===== src/rtl/cgra_cfg_pkg.sv =====
// Shared types and constants for the CGRA configuration sequencer.
// Covers the descriptor layout, kind codes, FSM states and the one-hot decode helpers.
package cgra_cfg_pkg;
  localparam int INST_W = 48;
  localparam int ROWS   = 4;
  localparam int COLS   = 4;
  localparam int HOLD_W = 8;
  localparam int DESC_W = 3 + 2 + 2 + HOLD_W + INST_W;

  // descriptor = {kind, row, col, hold, payload}, kind at MSB
  localparam int PAY_LSB  = 0;
  localparam int HOLD_LSB = INST_W;
  localparam int COL_LSB  = HOLD_LSB + HOLD_W;
  localparam int ROW_LSB  = COL_LSB + 2;
  localparam int KIND_LSB = ROW_LSB + 2;

  typedef enum logic [2:0] {
    K_PE  = 3'd0,
    K_LSU = 3'd1,
    K_SPM = 3'd2,
    K_RUN = 3'd3,
    K_END = 3'd4
  } kind_e;

  typedef enum logic [2:0] {
    S_IDLE,
    S_FETCH,
    S_DRIVE,
    S_DONE,
    S_ERR
  } state_e;

  // index 0 maps to the MSB of the select vector
  function automatic logic [ROWS-1:0] row_onehot(input logic [1:0] idx);
    return {1'b1, {(ROWS-1){1'b0}}} >> idx;
  endfunction

  function automatic logic [COLS-1:0] col_onehot(input logic [1:0] idx);
    return {1'b1, {(COLS-1){1'b0}}} >> idx;
  endfunction
endpackage


===== src/rtl/cgra_cfg_hold_timer.sv =====
// Loadable down-counter used to time how long a descriptor is driven.
// Stops at zero rather than wrapping, so the maximum hold value is safe.
module cgra_cfg_hold_timer #(
  parameter int W = 8
) (
  input  logic         clk,
  input  logic         rst,
  input  logic         clr,
  input  logic         load,
  input  logic [W-1:0] hold,
  output logic         zero
);
  logic [W-1:0] cnt;

  always_ff @(posedge clk or negedge rst) begin
    if (!rst)              cnt <= '0;
    else if (clr)          cnt <= '0;
    else if (load)         cnt <= hold;
    else if (cnt != '0)    cnt <= cnt - 1'b1;
  end

  assign zero = (cnt == '0);
endmodule


===== src/rtl/cgra_cfg_sequencer.sv =====
// Turns a stream of configuration descriptors into timed, one-hot host-controller strobes.
// The FSM and every output register live here; the hold count sits in cgra_cfg_hold_timer.
module cgra_cfg_sequencer
  import cgra_cfg_pkg::*;
(
  input  logic              clk,
  input  logic              rst,
  input  logic              start,
  input  logic              abort,
  input  logic              desc_valid,
  output logic              desc_ready,
  input  logic [DESC_W-1:0] desc_data,
  output logic [ROWS-1:0]   init_row,
  output logic [COLS-1:0]   init_pe,
  output logic              init_lsu,
  output logic              init_spm,
  output logic [INST_W-1:0] inst,
  output logic              run,
  output logic              busy,
  output logic              done,
  output logic              err
);
  state_e state, nxt;
  kind_e  d_kind;
  logic   hs, ld, zero;
  logic [1:0]        d_row, d_col;
  logic [HOLD_W-1:0] d_hold;
  logic [INST_W-1:0] d_pay;

  assign d_kind = kind_e'(desc_data[KIND_LSB +: 3]);
  assign d_row  = desc_data[ROW_LSB +: 2];
  assign d_col  = desc_data[COL_LSB +: 2];
  assign d_hold = desc_data[HOLD_LSB +: HOLD_W];
  assign d_pay  = desc_data[PAY_LSB +: INST_W];

  // an aborted handshake must not consume the descriptor
  assign desc_ready = (state == S_FETCH) && !abort;
  assign hs         = desc_valid && desc_ready;
  assign busy       = (state == S_FETCH) || (state == S_DRIVE);

  cgra_cfg_hold_timer #(.W(HOLD_W)) u_timer (
    .clk  (clk),
    .rst  (rst),
    .clr  (abort),
    .load (ld),
    .hold (d_hold),
    .zero (zero)
  );

  always_ff @(posedge clk or negedge rst) begin
    if (!rst) state <= S_IDLE;
    else      state <= nxt;
  end

  always_comb begin
    nxt = state;
    ld  = 1'b0;
    case (state)
      S_IDLE:  if (start) nxt = S_FETCH;
      S_FETCH: if (hs) begin
        case (d_kind)
          K_PE, K_LSU, K_SPM, K_RUN: begin
            nxt = S_DRIVE;
            ld  = 1'b1;
          end
          K_END:   nxt = S_DONE;
          default: nxt = S_ERR;
        endcase
      end
      S_DRIVE: if (zero) nxt = S_FETCH;
      S_DONE, S_ERR: if (start) nxt = S_FETCH;
      default: nxt = S_IDLE;
    endcase
    if (abort) nxt = S_IDLE;
  end

  always_ff @(posedge clk or negedge rst) begin
    if (!rst) begin
      init_row <= '0;
      init_pe  <= '0;
      init_lsu <= 1'b0;
      init_spm <= 1'b0;
      inst     <= '0;
      run      <= 1'b0;
      done     <= 1'b0;
      err      <= 1'b0;
    end else begin
      done <= (nxt == S_DONE);
      err  <= (nxt == S_ERR);
      if (abort || (state == S_DRIVE && zero)) begin
        init_row <= '0;
        init_pe  <= '0;
        init_lsu <= 1'b0;
        init_spm <= 1'b0;
        inst     <= '0;
        run      <= 1'b0;
      end else if (ld) begin
        init_row <= (d_kind == K_PE || d_kind == K_LSU) ? row_onehot(d_row) : '0;
        init_pe  <= (d_kind == K_PE) ? col_onehot(d_col) : '0;
        init_lsu <= (d_kind == K_LSU);
        init_spm <= (d_kind == K_SPM);
        inst     <= (d_kind == K_RUN) ? '0 : d_pay;
        run      <= (d_kind == K_RUN);
      end else if (state == S_DRIVE) begin
        run <= 1'b0;  // run is a single-cycle pulse even for long holds
      end
    end
  end
endmodule

===== config.mk =====
export PLATFORM = sky130hd
export DESIGN_NAME = cgra_cfg_sequencer
export DESIGN_NICKNAME = d
export VERILOG_FILES = /design/src/rtl/cgra_cfg_pkg.sv /design/src/rtl/cgra_cfg_hold_timer.sv /design/src/rtl/cgra_cfg_sequencer.sv
export SDC_FILE = /design/constraint.sdc
export NUM_CORES = 1
export LEC_CHECK = 0
export CORE_UTILIZATION = 38
export CTS_CLUSTER_DIAMETER = 100
export DETAILED_ROUTE_END_ITERATION = 10
export GPL_ROUTABILITY_DRIVEN = 0
export PLACE_DENSITY_LB_ADDON = 0.05
export SLEW_MARGIN = 20
export SYNTH_ARGS = -nofsm -noshare
export SYNTH_HDL_FRONTEND = slang
export SYNTH_SLANG_ARGS = --single-unit

===== constraint.sdc =====
create_clock -name clk -period 2.2 [get_ports clk]
set_clock_uncertainty 0.15 [all_clocks]
set_input_delay 0.44 -clock clk [delete_from_list [all_inputs] [get_ports clk]]
set_output_delay 0.44 -clock clk [all_outputs]
set_load 0.01 [all_outputs]

==> results of run 1 <==
-- stage by stage --
stage / hold WS, ps / worst slack (ps) / std cells / power (mW) / TNS [ps]
after CTS: 347 / 42.8 / 478 / 3.51 / 0
after floorplan: -5.59 / 10.8 / 227 / 1.97 / 0
after global routing: 369 / 1.06 / 479 / 3.67 / 0
final: 343 / 77.5 / 479 / 3.47 / 0
after global placement: 212 / -338 / 462 / 2.33 / -15370
after detailed placement: 221 / -404 / 462 / 2.35 / -16780
-- layout make-up --
class,count,area (um2)
sequential,72,1800
timing repair buffer,154,1540
clock inverter,5,81.3
fill,575,2590
inverter,5,18.8
multi-input combinational,134,1070
clock buffer,10,138
tap,99,124
-- flip-flops by register name (all words and copies together) (netlist names) --
signal	count
inst	48
u_timer.cnt	8
init_pe	4
init_row	4
state	3
done	1
err	1
init_lsu	1
init_spm	1
run	1
-- cells in the mapped netlist (3+ instances only) --
| master | count | area, um2 |
|---|---|---|
| buf_2 | 5 | 25.0 |
| a211oi_1 | 7 | 52.6 |
| xnor2_1 | 4 | 35.0 |
| dfrtp_1 | 72 | 1800 |
| nor3_1 | 4 | 20.0 |
| o2bb2ai_1 | 4 | 35.0 |
| nand3b_1 | 3 | 22.5 |
| nor2_1 | 14 | 52.6 |
| inv_1 | 5 | 18.8 |
| clkbuf_1 | 6 | 22.5 |
| buf_4 | 3 | 22.5 |
| a21oi_1 | 4 | 20.0 |
| nor3b_1 | 3 | 22.5 |
| xor2_1 | 3 | 26.3 |
| nand2_1 | 4 | 15.0 |
| a22o_1 | 52 | 455 |
-- cells by family (layout without fill, tap and decap cells) --
group                    count (synthesis)  count (layout)  share of synthesized area
buffers and inverters                   21             174                     0.0380
XOR/XNOR                                 7               7                     0.0209
AO/OA/AOI/OAI                           80              80                      0.228
adder cells (fa/ha/maj)                  2               2                    0.00853
AND/OR/NAND/NOR                         45              45                     0.0904
flip-flops                              72              72                      0.614
-- metal layers --
layer	vias to the layer above	share of wire
met5	-	0
met4	0	0.016
met3	12	0.059
met2	96	0.48
met1	1170	0.45
li1	1158	-
-- critical path, stage by stage (launching register included) --
cell and delay (ps):
dfrtp_1 420, or4_1 610, nor3_4 250, a211oi_4 150, buf_12 190, a22o_1 230
-- path summary, 6_finish.rpt --
check | end | from | cells after the start | slack, ps
worst max-delay path | inst[1]$_DFFE_PN0P_ | u_timer.cnt[4]$_DFFE_PN0P_ | 5 | 80
max in group asynchronous | inst[31]$_DFFE_PN0P_ | rst | 3 | 940
worst min register to register | init_pe[2]$_DFFE_PN0P_ | init_pe[2]$_DFFE_PN0P_ | 1 | 340
worst max register to register | inst[1]$_DFFE_PN0P_ | u_timer.cnt[4]$_DFFE_PN0P_ | 5 | 80
min in group asynchronous | inst[4]$_DFFE_PN0P_ | rst | 2 | 390
worst min-delay path | init_pe[2]$_DFFE_PN0P_ | init_pe[2]$_DFFE_PN0P_ | 1 | 340
-- power by group --
part,internal [mW],switching [mW]
Combinational,0.455,0.383
Clock,0.663,0.470
Sequential,1.41,0.0916
-- what timing repair did --
| item | CTS | global route |
|---|---|---|
| endpoints found under the setup margin | 5 | 29 |
| resized for setup | 4 | 6 |
| endpoints found under the hold margin | 23 | 0 |
| buffers inserted | 0 | 1 |
| hold buffers | 1 | 0 |
| pin swaps | 0 | 2 |
| gates cloned | 0 | 0 |
==> metrics.md, run 1 <==
| Metric | Value |
|---|---|
| Slew HR | 0.674 |
| Total global routing overflow | 0 |
| Clk sinks | 72 |
| RSZ-0062 raised after global routing | no |
| Met1 Resource Use GR | 0.270 |
| GRT met3 Usage | 0.0364 |
| Final ANT Viol Nets | 0 |
| Final Cycle Share | 0.965 |
| Vias in the first global route | 2,419 |
| Mapped Area | 0.00293 mm2 |
| Root Buffer | clkbuf_8 |
| Crit path arrival time | 2200 ps |
| Max clock buf depth | 2 |
| Hold Fails Final Rpt | 0 |
| Max Cap Viol | 0 |
| Worst slew pin tran | 488 ps |
| CTS tree | yes |
| Main flop type after synthesis | dfrtp_1 |
| Initial Utilization | 0.398 |
| Synth Instances | 227 |
| P&R area growth vs syn | 63.0% |
| Most common cell after layout, fill and taps aside | clkdlybuf4s50_1 |
| FMAX | 471 MHz |
| Worst VDD drop | 557 uV |
| Die width | 89.9 um |
| Grt peak-use layer | met2 |
| Number of synthesized flops with an enable pin | 0 |
| Syn nets | 297 |
| Critical Path Start Type | register |
| Fin. max-slew vios | 0 |
| Die area | 0.00807 mm2 |
| Yosys reg bits | 72 |
| Global Route Usage Sum | 0.195 |
| Min Clock Period, post-route | 2120 ps |
| Async set or reset register ratio after synthesis | 1.00 |
| Dpl hpwl | 5320 um |
| Ratio of cells with drive above 1 in the final layout | 0.134 |
| Core ar. | 0.00737 mm2 |
| Clk slew on worst S/H paths | 70 ps |
| Worst Setup Path Type | reg2reg |
| Commonest cells after routing, fill and taps aside | clkdlybuf4s50_1 (127), dfrtp_1 (72), a22o_1 (52) |
| Crit path max fanout | 17 |
| Ports | 131 |
| Global-route wire length before repair | 12,300 um |
| Antenna diodes | 0 |
| Hold crit path type | reg2reg |
| Largest net degree at the start of global routing | 50 |
| Final wirelength | 7450 um |
| Met2 Use GR | 0.300 |
| Synth cell types | 40 |
| Total CTS buffers | 9 |
| Crit. End Element | register |
| Vias per cell | 5.09 |
| Status | completed |
| Avg WL per Cell | 15.5 um |
| DRC violations left | 0 |
| PortBufs | 130 |
| Mean post-synth cell area | 12.9 um2 |
| Util after Layout | 0.649 |
| Vias | 2,436 |
| LEAKAGE | 2.10 nW |
| Vert. Die Dim | 89.9 um |
| Clk_lat worst skew | 340 ps |
| Initial antenna violation count | 0 |
| Final Setup Violations | 0 |
| Cell Rows | 31 |
| Critical Path RT | 2270 ps |
| Yosys warnings | 0 |
| H-tree depth | 3 |
| Final Instance Area | 0.00478 mm2 |
| Iter 0 DRT Violations | 61 |
| First drt pass iteration count | 4 |
| Sequential fraction of the synthesis area | 0.614 |
| Nets | 446 |
| Cell Area, Placed | 0.00451 mm2 |
| PwrDens | 726 mW/mm2 |
Note: power is estimated with default switching activity, not from simulation.
==> inputs of run 2 (changes only) <==
--- a/config.mk
+++ b/config.mk
@@ -9,6 +9,7 @@
 export CTS_CLUSTER_DIAMETER = 100
 export DETAILED_ROUTE_END_ITERATION = 10
 export GPL_ROUTABILITY_DRIVEN = 0
+export MAX_ROUTING_LAYER = met4
 export PLACE_DENSITY_LB_ADDON = 0.05
 export SLEW_MARGIN = 20
 export SYNTH_ARGS = -nofsm -noshare
==> run 2 against run 1 <==
Sequential cell count unchanged. Setup slack worse by 16 ps. Wire length about the same. Via count down 1.4%. Critical path depth up 1.
==> metrics.md, run 2 (synthesis gave the netlist of run 1 again) <==
| Metric | Value |
|---|---|
| Status | completed |
| Slew HR | 0.673 (-0.000728) |
| Final Setup Violations | 0 (unchanged) |
| R2R depth | 5 (unchanged) |
| Final Cycle Share | 0.972 (+0.00715) |
| Crit. End Element | register |
| Vias per cell | 5.03 (-1.2%) |
| Hold crit path type | reg2reg |
| R2r endpoint | inst[1]$_DFFE_PN0P_ |
| Clk slew on worst S/H paths | 70 ps (about the same) |
| First drt pass iteration count | 4 (unchanged) |
| Fin. max-slew vios | 0 (unchanged) |
| Global Route Usage Sum | 0.202 (+0.00652) |
| Core ar. | 0.00737 mm2 (unchanged) |
| Max clock buf depth | 2 (unchanged) |
| Worst setup margin | 61.8 ps (-15.7 ps) |
| Worst VDD drop | 560 uV (+0.40%) |
| Critical Path RT | 2330 ps (+60 ps) |
| Ports | 131 (unchanged) |
| Worst slew pin tran | 489 ps (+1.09 ps) |
| Cell Rows | 31 (unchanged) |
| Nets | 445 (-0.22%) |
| PortBufs | 130 (unchanged) |
| Crit path cell chain | clkdlybuf4s50_1, or3b_2, or3_4, buf_4, nor3_4, a22o_1 |
| Antenna diodes | 0 (unchanged) |
| Root Buffer | clkbuf_8 |
| Most common cell after layout, fill and taps aside | clkdlybuf4s50_1 |
| Fin Hold WS | 343 ps (-0.117 ps) |
| Die width | 89.9 um (unchanged) |
| Total global routing overflow | 0 (unchanged) |
| Pre-CTS setup slack | -404 ps (unchanged) |
| Vias in the first global route | 2,399 (-0.83%) |
| Hold Fails Final Rpt | 0 (unchanged) |
| Initial Utilization | 0.398 (unchanged) |
| H-tree depth | 3 (unchanged) |
| Global-route wire length before repair | 12,400 um (+0.17%) |
| Vert. Die Dim | 89.9 um (unchanged) |
| CP endpoint | init_row[2]$_DFFE_PN0P_ |
| Fillers | 575 (unchanged) |
| Reg with most FFs | inst |
| Clk sinks | 72 (unchanged) |
| R2R setup slack | 80 ps (about the same) |
| FMAX | 468 MHz (-0.74%) |
| Critical R2R Launch | u_timer.cnt[4]$_DFFE_PN0P_ |
| DRC violations left | 0 (unchanged) |
| Final ANT Viol Nets | 0 (unchanged) |
| Worst Path Buf+Inv | 2 (+1) |
| Die area | 0.00807 mm2 (unchanged) |
| Total CTS buffers | 9 (unchanged) |
| Iter 0 DRT Violations | 54 (-11%) |
| Initial antenna violation count | 0 (unchanged) |
| Worst Setup Path Type | in2reg |
| Max FFs per register | 48 (unchanged) |
| Clk_lat worst skew | 350 ps (about the same) |
| Avg WL per Cell | 15.6 um (+0.24%) |
| Ratio of cells with drive above 1 in the final layout | 0.135 (+0.000354) |
| Critical Path Start Type | input port |
| RSZ-0062 raised after global routing | no |
| CP top delay family | simple AND/OR/NAND/NOR gates |
| PwrDens | 731 mW/mm2 (+0.65%) |
| Final TNS setup | 0 ps (unchanged) |
| P&R area growth vs syn | 62.8% |
| Dpl hpwl | 5320 um (unchanged) |
| Crit path arrival time | 2270 ps (+70 ps) |
| Top flop regs | inst (48), u_timer.cnt (8) |
| Util after Layout | 0.648 (-0.000849) |
| Commonest cells after routing, fill and taps aside | clkdlybuf4s50_1 (127), dfrtp_1 (72), a22o_1 (52) |
| Crit path max fanout | 13 (-4) |
| Largest net degree at the start of global routing | 50 (unchanged) |
| LEAKAGE | 2.09 nW (-0.29%) |
| Slowest CP cell | or3b_2 |
| Min Clock Period, post-route | 2140 ps (+15.7 ps) |
| CTS tree | yes |
| CP Depth | 6 (+1) |
| Crit path from | desc_valid |
| Max Cap Viol | 0 (unchanged) |
| Final wirelength | 7450 um (about the same) |
| Worst path max stage delay | 500 ps (-110 ps) |
| Vias | 2,402 (-1.4%) |
run 2: cell types whose count changed in the layout (fill, tap and decap cells not counted), sizes merged:
cell,previous run,this run
buf,24,23
run 2: metrics by stage:
step,cells,instance area (um2),total power [mW]
2_1_floorplan,227,2940,1.97
5_1_grt,478,4770,3.68
6_report,478,4770,3.49
3_3_place_gp,462,4510,2.33
4_1_cts,478,4750,3.51
3_5_place_dp,462,4510,2.35
run 2: per-layer routing:
metal | track usage | wire, um | vias to the layer above
li1 | - | - | 1157
met1 | 0.273 | 3430 | 1148
met2 | 0.299 | 3490 | 87
met3 | 0.0372 | 427 | 10
met4 | 0.0887 | 103 | 0
met5 | - | 0 | -
run 2: layout make-up:
class | instances | area [um2] | area share
Tap cell | 99 | 124 | 0.0260
Timing Repair Buffer | 153 | 1530 | 0.321
Multi-Input combinational cell | 134 | 1080 | 0.225
Inverter | 5 | 18.8 | 0.00393
Clock buffer | 10 | 138 | 0.0288
Clock inverter | 5 | 81.3 | 0.0170
Sequential cell | 72 | 1800 | 0.377
run 2: power breakdown:
part | switching, mW | internal (mW) | leakage, nW
registers | 0.0924 | 1.41 | 0.993
logic | 0.389 | 0.458 | 0.992
clock network | 0.480 | 0.663 | 0.108
run 2: repair_timing:
item | 4_1_cts | 5_1_grt
pin swaps | 0 | 1
endpoints found under the setup margin | 5 | 29
hold buffers | 1 | 0
buffers inserted | 0 | 0
resized for setup | 4 | 5
gates cloned | 0 | 0
hold endpoints to repair | 23 | 0
run 2: worst min-delay path by stage:
stage | start | end | slack (ps) | depth (start not counted)
finish | init_pe[2]$_DFFE_PN0P_ | init_pe[2]$_DFFE_PN0P_ | 340 | 1
global route | inst[43]$_DFFE_PN0P_ | inst[43]$_DFFE_PN0P_ | 370 | 1
CTS | init_pe[2]$_DFFE_PN0P_ | init_pe[2]$_DFFE_PN0P_ | 350 | 1
detailed placement | rst | inst[4]$_DFFE_PN0P_ | 220 | 1
global placement | rst | inst[4]$_DFFE_PN0P_ | 210 | 1
floorplan | rst | done$_DFF_PN0_ | -6 | 0
==> inputs of run 3 (changes only) <==
--- a/config.mk
+++ b/config.mk
@@ -5,7 +5,7 @@
 export SDC_FILE = /design/constraint.sdc
 export NUM_CORES = 1
 export LEC_CHECK = 0
-export CORE_UTILIZATION = 38
+export CORE_UTILIZATION = 42
 export CTS_CLUSTER_DIAMETER = 100
 export DETAILED_ROUTE_END_ITERATION = 10
 export GPL_ROUTABILITY_DRIVEN = 0
==> constraint.sdc (replaced) <==
create_clock -name clk -period 2.27 [get_ports clk]
set_clock_uncertainty 0.15 [all_clocks]
set_input_delay 0.454 -clock clk [delete_from_list [all_inputs] [get_ports clk]]
set_output_delay 0.454 -clock clk [all_outputs]
set_load 0.01 [all_outputs]
==> run 3 against run 2 <==
Largest power group unchanged. Wire length shrank 0.54%. Final cell count down 4.4%. Via count increased by 0.83%. Highest routed layer unchanged.
==> metrics.md, run 3 (synthesis gave the netlist of run 1 again) <==
| Metric | Value |
|---|---|
| Clk slew on worst S/H paths | 80 ps (about the same) |
| Die width | 85.6 um (-4.8%) |
| H-tree depth | 3 (unchanged) |
| Crit path max fanout | 6 (-7) |
| Critical Path Start Type | input port |
| Fillers | 522 (-9.2%) |
| Area occupied by multi-input gates | 0.00104 mm2 (-2.9%) |
| Crit path arrival time | 2300 ps (+30 ps) |
| Most common cell after layout, fill and taps aside | clkdlybuf4s50_1 |
| Root Buffer | clkbuf_8 |
| Reg with most FFs | inst |
| Commonest cells after routing, fill and taps aside | clkdlybuf4s50_1 (127), dfrtp_1 (72), a22o_1 (52) |
| Final Setup Violations | 0 (unchanged) |
| Dpl cells | 440 (-4.8%) |
| Final Cycle Share | 0.972 |
| Final TNS setup | 0 ps (unchanged) |
| RSZ-0062 raised after global routing | no |
| Iter 0 DRT Violations | 86 (+59%) |
| Ratio of cells with drive above 1 in the final layout | 0.122 (-0.0125) |
| Slowest CP cell | or3b_2 |
| Status | completed |
| Fin cells | 457 (-4.4%) |
| DRC violations left | 0 (unchanged) |
| Die area | 0.00732 mm2 (-9.3%) |
| Number of post-CTS setup repair buffers | 0 (unchanged) |
| Critical Path RT | 2360 ps (+30 ps) |
| Fin. max-slew vios | 0 (unchanged) |
| Vias | 2,422 (+0.83%) |
| Vias per cell | 5.30 (+5.5%) |
| Reg area | 0.00180 mm2 (unchanged) |
| Nets | 442 (-0.67%) |
| Clk sinks | 72 (unchanged) |
| Hold Fails Final Rpt | 0 (unchanged) |
| Ports | 131 (unchanged) |
| PwrDens | 704 mW/mm2 (-3.7%) |
| Hold crit path type | reg2reg |
| First drt pass iteration count | 4 (unchanged) |
| Max Cap Viol | 0 (unchanged) |
| Antenna diodes | 0 (unchanged) |
| Worst Path Buf+Inv | 1 (-1) |
| DR top layer | met4 |
| CP top delay family | simple AND/OR/NAND/NOR gates |
| FMAX | 453 MHz |
| Fin Hold WS | 349 ps (+5.78 ps) |
| PortBufs | 130 (unchanged) |
| P&R area growth vs syn | 59.2% |
| Initial Utilization | 0.434 (+0.0361) |
| Cell Rows | 30 (-3.2%) |
| Worst slew pin tran | 738 ps (+249 ps) |
| Met2 WL | 3380 um (-3.1%) |
| Worst Setup Path Type | in2reg |
| Final wirelength | 7410 um (-0.54%) |
| Global Route Usage Sum | 0.216 (+0.0138) |
| Vert. Die Dim | 85.6 um (-4.8%) |
| Crit. End Element | register |
| CTS tree | yes |
| Final ANT Viol Nets | 0 (unchanged) |
| WL met3 | 486 um (+14%) |
| Total power | 3.29 mW (-5.8%) |
| Top flop regs | inst (48), u_timer.cnt (8) |
| Crit path cell chain | clkdlybuf4s50_1, or3b_2, or3_1, a21o_2, a211oi_1 |
| Min Clock Period, post-route | 2210 ps |
| Global-route wire length before repair | 11,900 um (-3.8%) |
| Initial antenna violation count | 0 (unchanged) |
| Max clock buf depth | 2 (unchanged) |
| Worst VDD drop | 422 uV (-25%) |
| Avg WL per Cell | 16.2 um (+4.0%) |
| Vias in the first global route | 2,359 (-1.7%) |
| Largest net degree at the start of global routing | 43 (-14%) |
| Core ar. | 0.00676 mm2 (-8.3%) |
| DRT met1 WL | 3450 um (+0.52%) |
| Dpl hpwl | 5200 um (-2.3%) |
| Clk_lat worst skew | 330 ps (-20 ps) |
| Slew HR | 0.507 (-0.166) |
| Max FFs per register | 48 (unchanged) |
| Worst path max stage delay | 480 ps (-20 ps) |
| Total CTS buffers | 9 (unchanged) |
| Total global routing overflow | 0 (unchanged) |
| LEAKAGE | 2.06 nW (-1.8%) |
==> run 3: metal layers <==
layer,up-vias,global-route usage
met2,89,0.305
met1,1183,0.307
met4,0,0.0818
met3,9,0.0433
met5,-,-
li1,1141,-
==> run 3: final timing paths <==
check                                            from                         end  slack (ps)  depth (start not counted)
setup / recovery                           desc_valid  u_timer.cnt[3]$_DFFE_PN0P_          60                          5
hold / removal                 init_pe[2]$_DFFE_PN0P_      init_pe[2]$_DFFE_PN0P_         350                          1
hold reg to reg                init_pe[2]$_DFFE_PN0P_      init_pe[2]$_DFFE_PN0P_         350                          1
setup reg to reg           u_timer.cnt[4]$_DFFE_PN0P_         inst[9]$_DFFE_PN0P_         120                          5
max in group asynchronous                         rst         inst[3]$_DFFE_PN0P_         970                          3
min in group asynchronous                         rst  u_timer.cnt[4]$_DFFE_PN0P_         440                          2
==> run 3: area by class of cell <==
type,instances,share of cell area
repair buffers,150,0.321
inverters,5,0.00402
clock buffers,10,0.0295
flip-flops and latches,72,0.386
well taps,80,0.0214
multi-input cells,134,0.224
clock inverters,6,0.0145
==> run 3: through the flow <==
step,instance area [um2],util,setup slack [ps]
global route,4670,0.691,2.65
finish,4670,0.691,63.8
global placement,4450,0.658,-266
CTS,4660,0.689,81.2
floorplan,2930,-,29.6
detailed placement,4450,0.658,-275
==> run 3: where the power goes <==
group	internal (mW)	switching, mW
registers	1.36	0.0862
clock network	0.541	0.491
logic	0.431	0.375
==> run 3: what timing repair did <==
item | CTS | global route
setup endpoints to repair | 2 | 2
gates resized for setup | 2 | 3
hold buffers | 1 | 0
hold endpoints to repair | 30 | 0
pin swaps | 0 | 0
